## config.mk

```make
export PLATFORM = sky130hd
export DESIGN_NAME = rf_wb_arbiter
export DESIGN_NICKNAME = d
export VERILOG_FILES = /design/src/rtl/rf_wb_arbiter.sv
export SDC_FILE = /design/constraint.sdc
export NUM_CORES = 1
export LEC_CHECK = 0
export BUFFER_PORTS_ARGS = -buffer_cell sky130_fd_sc_hd__buf_4
export CORE_MARGIN = 3
export CORE_UTILIZATION = 25
export CTS_BUF_LIST = sky130_fd_sc_hd__clkbuf_8 sky130_fd_sc_hd__clkbuf_16
export DETAILED_ROUTE_END_ITERATION = 10
export PLACE_DENSITY_LB_ADDON = 0.05
export SETUP_SLACK_MARGIN = 0.5
export SYNTH_ARGS = -nofsm -noshare
export SYNTH_HDL_FRONTEND = slang
export SYNTH_SLANG_ARGS = --single-unit
```

## constraint.sdc

```tcl
create_clock -name clk -period 7.58 [get_ports clk]
set_clock_uncertainty 0.15 [all_clocks]
set_input_delay 1.895 -clock clk [delete_from_list [all_inputs] [get_ports clk]]
set_output_delay 1.895 -clock clk [all_outputs]
set_load 0.005 [all_outputs]
```

## src/rtl/rf_wb_arbiter.sv

```systemverilog
// rf_wb_arbiter: round-robin write-port arbiter for the 32x32 register file
// plus a load scoreboard. Port 0 is the ALU writeback path and port 1 is the
// cache load-return path. The write port outputs are registered. The
// scoreboard marks destinations of outstanding loads so that issue logic can
// stall on read-after-write hazards.
module rf_wb_arbiter #(
  parameter int DATA_W = 32,
  parameter int ADDR_W = 5
) (
  input  logic              clk,
  input  logic              reset,
  input  logic              s0_valid,
  output logic              s0_ready,
  input  logic [ADDR_W-1:0] s0_waddr,
  input  logic [DATA_W-1:0] s0_wdata,
  input  logic              s1_valid,
  output logic              s1_ready,
  input  logic [ADDR_W-1:0] s1_waddr,
  input  logic [DATA_W-1:0] s1_wdata,
  input  logic              sb_set,
  input  logic [ADDR_W-1:0] sb_addr,
  input  logic [ADDR_W-1:0] chk_addr1,
  input  logic [ADDR_W-1:0] chk_addr2,
  output logic              hazard1,
  output logic              hazard2,
  output logic              reg_wr,
  output logic [ADDR_W-1:0] waddr,
  output logic [DATA_W-1:0] wdata
);

  localparam int NREG = 1 << ADDR_W;

  typedef struct packed {
    logic [ADDR_W-1:0] waddr;
    logic [DATA_W-1:0] wdata;
  } wb_req_t;

  wb_req_t          req0, req1, sel;
  logic             gnt0, gnt1, any_gnt;
  logic             last;          // 1: s1 won the last grant, so s0 is favoured next
  logic [NREG-1:0]  pending, pending_nxt;

  assign req0 = '{waddr: s0_waddr, wdata: s0_wdata};
  assign req1 = '{waddr: s1_waddr, wdata: s1_wdata};

  // Round-robin grant. No grant is issued while reset is held, so a source
  // never sees a handshake that the reset would discard.
  always_comb begin
    gnt0    = 1'b0;
    gnt1    = 1'b0;
    if (!reset) begin
      gnt0 = s0_valid && (!s1_valid || last);
      gnt1 = s1_valid && (!s0_valid || !last);
    end
    any_gnt = gnt0 | gnt1;
    sel     = gnt1 ? req1 : req0;
  end

  assign s0_ready = gnt0;
  assign s1_ready = gnt1;

  // The round-robin pointer moves only when a transfer happens.
  always_ff @(posedge clk or posedge reset) begin
    if (reset)        last <= 1'b1;
    else if (any_gnt) last <= gnt1;
  end

  // Registered write port. Writes to x0 are accepted but suppressed here.
  // waddr and wdata hold their values between grants.
  always_ff @(posedge clk or posedge reset) begin
    if (reset) begin
      reg_wr <= 1'b0;
      waddr  <= '0;
      wdata  <= '0;
    end else if (any_gnt) begin
      reg_wr <= (sel.waddr != '0);
      waddr  <= sel.waddr;
      wdata  <= sel.wdata;
    end else begin
      reg_wr <= 1'b0;
    end
  end

  // Scoreboard next state. The clear is applied first so that a new load to
  // the same register in the same cycle leaves the bit set.
  always_comb begin
    pending_nxt = pending;
    if (gnt1)
      pending_nxt[s1_waddr] = 1'b0;
    if (sb_set && (sb_addr != '0))
      pending_nxt[sb_addr] = 1'b1;
    pending_nxt[0] = 1'b0;
  end

  // Scoreboard state register.
  always_ff @(posedge clk or posedge reset) begin
    if (reset) pending <= '0;
    else       pending <= pending_nxt;
  end

  // Hazard lookups come from registered state only.
  always_comb begin
    hazard1 = (chk_addr1 != '0) && pending[chk_addr1];
    hazard2 = (chk_addr2 != '0) && pending[chk_addr2];
  end

endmodule

```

# --- Yosys cells after proc, flatten, opt, wreduce, memory -nomap -nowiden ---
# Index checks and enable logic that the tools add are counted.
totals:
  in_bits: 94
  out_inout_bits: 42
  elab_cells: 45
  ff_bits: 70
op_classes:
  mux: 14
  reduce_logical: 16
  n_bitwise: 4
  n_lt_le_gt_ge: 6
ops:
  columns: ["op", "n"]
  rows:
  - ["$mux 32", 2]
  - ["$mux 37", 1]
  - ["$and 32x32->32", 1]
  - ["$not 32->32", 1]
  - ["$or 32x32->32", 1]
  - ["$lt 5x6->1 const B", 4]
  - ["$reduce_bool 5->1", 4]
  - ["$bmux 1 s5", 2]
  - ["$demux 1 s5", 2]
  - ["$ge 5x1->1 const B", 2]
  - ["$logic_and 1x1->1", 7]
  - ["$mux 1", 7]
  - ["$logic_not 1->1", 3]
  - ["$logic_or 1x1->1", 2]
  - ["$or 1x1->1", 1]

# --- Longest topological paths before layout ---
depth:
  word_depth: 9
  ltp_mapped: 6
  depth_no_buf: 4

# --- Worst setup path after synthesis ---
# No wires, ideal clock.
synth_timing:
  kind: "input to output"
  from: "in reset"
  to: "out s0_ready"
  path_buffers: 0
  slack_ps: 1802
  t_arrival_ps: 3733
  path_stages: 2
  required_ps: 5535
  path_cell_list: "inv_1 -> and3_1"
synth_between:
  elab_chain_cells: 1
synth_rtl:
  columns: ["item", "line", "text"]
  rows:
  - ["start, declared", "11", "input logic reset,"]
  - ["$mux 1", "51", "if (!reset) begin"]
  - ["end, declared", "13", "output logic s0_ready,"]
# Every way passes these cells.

# --- Worst setup path after layout ---
layout_timing:
  from: "in chk_addr1[0]"
  to: "out hazard1"
layout_between:
  elab_chain_cells: 3
  word_cells_on_any_way: 4
  cone_classes: "mux: 2; reduce/logical: 2"
layout_rtl:
  columns: ["item", "line", "text"]
  rows:
  - ["start, declared", "22", "input logic [ADDR_W-1:0] chk_addr1,"]
  - ["$bmux 1 s5", "103", "hazard1 = (chk_addr1 != '0) && pending[chk_addr1];"]
  - ["$mux 1 (implied by the code)", "103", null]
  - ["$logic_and 1x1->1 *", "103", null]
  - ["end, declared", "24", "output logic hazard1,"]
# Every way passes the cells marked *; elsewhere a longest branch is shown, timed or not. The select of a mux whose other input is x is not followed.

==> flow_summary.ini <==
[run_status]
status = complete, no violations

[logic_synthesis]
synth-seq-cells = 70
synth.distinct_cells = 36
synthTopCellsByArea = dfrtp_1 47%, o21ai_0 14%, mux2i_1 11%, mux4_2 7.3%, nand2_1 5.3%
synthDominantCellAreaShare_pct = 46.7
synth.cell_area_um2 = 3700
syn_avg_cell_area_um2 = 10.2
syn_inst = 363
ys_seq_area_share_pct = 47.4
ys_warn_count = 0
synth_nets = 457
yosys.area.top_type = dfrtp_1

[floorplan]
die_w_um = 128
pin_count = 136
core_area_um2 = 14100
start_util_pct = 26.1
rows = 43
die_height_um = 128
dieArea_um2 = 16300

[critical_path]
crit_arrival_ns = 3.26
ff2ff_path_depth = 5
setup.worst_path.start_class = input port
worstSetupPathType = in -> out
rr_endpoint = wdata[29]
cp-end-kind = primary output
r2r-start = last
critPathMaxFanout = 9
r2r_slack_ns = 5.60
required_ns = 5.54

[route]
routed_wl_um = 11500
firstDrtPassIters = 4
wire_per_inst_um = 17.1
ant_nets = 0
drtIter0Drc = 84
drc_errors = 0
vias = 3225
viasPerCell = 4.79

[final_layout]
final_cell_mix = 138 x buf_4, 99 x o21ai_0, 69 x dfrtp_1
final_common_cell = buf_4
num_antenna_cells = 0
drive_above_1_share_pct = 34.9
nFillCells = 1456
area_growth_pct = 39.1
nets = 583

[cts]
clk_pin_slew_ns = 0.05
cts_setup_buffers = 0
clockBufferDepth = 2
cts_tree = yes
cts_resized = 0
ctsRootBufferMaster = clkbuf_16
cts.sinks = 70
cts_hold_buf = 0
clk_latency_ns = 0.32
htree_levels = 3
numCtsBuffers = 9

[power_and_ir_drop]
switching_share_pct = 27.4
power.net_switching_mw = 0.323
power_leakage_nw = 2.45
power_mw = 1.18
powerDensity_nw_per_um2 = 229
p_int_mw = 0.854
power_frac_seq_pct = 43.0
p_comb_share_pct = 22.4
clkPwrFrac_pct = 34.6
irDropWorstVdd_uv = 85.6

[placement]
dp_hpwl_um = 8770
globalplace.congestion = 0.879
placement.io_buffers = 135

[sta]
min_period_ns = 5.30
tightest_slew_ns = 0.948
rsz0062_at_grt = false
setup_violations = 0
period_share_pct = 69.9
slew_violations = 0
finalHoldViolCount = 0
relSlewSlack_pct = 36.8
tns_ns = 0
clock.fmax_ghz = 0.189

[min_path]
worstHoldStart = wdata[15]
min_to = wdata[15]
holdCritPathClass = reg -> reg
min_path_cells = 2

[job]
drv_cap = 0

[global_route]
grt.total_usage_pct = 14.2
grt_pass1_wl_um = 18200
grt_max_degree = 73
grt_pass1_vias = 3321
antenna_found_initial = 0
overflow = 0
state kept, by name, indices dropped and copies added (netlist names):
| signal | count |
|---|---|
| reg_wr | 1 |
| waddr | 5 |
| wdata | 32 |
| pending | 31 |
| last | 1 |
synth_stat cells:
master       n
a2111oi_1    1
a211o_1      1
a21oi_1      3
a31oi_1      3
and3_1       2
and4b_1      1
buf_2        7
buf_6        3
clkbuf_1    12
clkbuf_2     1
dfrtp_1     69
dfstp_2      1
inv_1        2
mux2_2       2
mux2i_1     40
mux4_1       2
mux4_2      12
nand2_1     52
nand2b_1     6
nand3_1      6
nand3b_1     4
nand4_1      3
nand4b_1     2
nand4bb_1    1
nor2_1      11
nor2b_1      5
nor3_1       1
nor3b_1      2
nor3b_2      1
o211ai_1     2
o21a_1       1
o21ai_0    100
o31ai_1      1
or2_0        1
or3_1        1
or3b_2       1
cells by family after synthesis:
group / after synthesis / synth area share, %
compound gates: 112 / 15.8
simple gates: 100 / 13.2
flops: 70 / 47.4
mux: 56 / 20.2
buf+inv: 25 / 3.42
metal layers:
metal	track usage, %	share of wire (%)	vias up
met5	0	0	-
met4	4.93	1.5	0
met3	5.10	9.2	15
met2	22.3	46	122
met1	18.3	43	1510
li1	-	-	1578
worst max-delay path by stage:
stage                       from       end  cells past startpoint
floorplan                  reset  s0_ready                      2
global placement    chk_addr1[0]   hazard1                      6
detailed placement  chk_addr1[2]   hazard1                      6
CTS                 chk_addr1[2]   hazard1                      6
global route        chk_addr1[0]   hazard1                      6
finish              chk_addr1[0]   hazard1                      6
worst max-delay path, cell delays in order:
cell       delay (ns)
buf_4            0.16
mux4_1           0.58
nor2_1           0.13
a2111oi_1        0.06
a211o_1          0.30
buf_4            0.13
power by group through the flow:
stage	Sequential (mW)	Clock [mW]	Combinational (mW)
after global routing	0.515	0.442	0.296
after floorplan	0.485	0	0.147
final	0.506	0.408	0.264
after detailed placement	0.512	0	0.269
after global placement	0.514	0	0.265
after CTS	0.506	0.424	0.269
cell type report:
class                           count  area, um2  share of cell area (%)
Tap cell                          180        225                    4.38
Multi-Input combinational cell    268       1830                    35.6
Clock buffer                       10        239                    4.65
Timing Repair Buffer              138       1040                    20.1
Sequential cell                    70       1750                    34.1
Inverter                            2       7.51                   0.146
Clock inverter                      5       51.3                   0.997
through the flow:
step | std cells | worst slack [ns] | utilization (%) | hold WS (ns) | area [um2]
finish | 673 | 2.28 | 36.4 | 0.328 | 5140
detailed placement | 658 | 2.30 | 34.3 | 0.322 | 4850
global placement | 658 | 2.32 | 34.3 | 0.314 | 4850
floorplan | 363 | 1.80 | - | 0.323 | 3700
global route | 673 | 2.23 | 36.4 | 0.352 | 5140
CTS | 673 | 2.29 | 36.4 | 0.335 | 5140
Note: power is estimated with default switching activity, not from simulation.
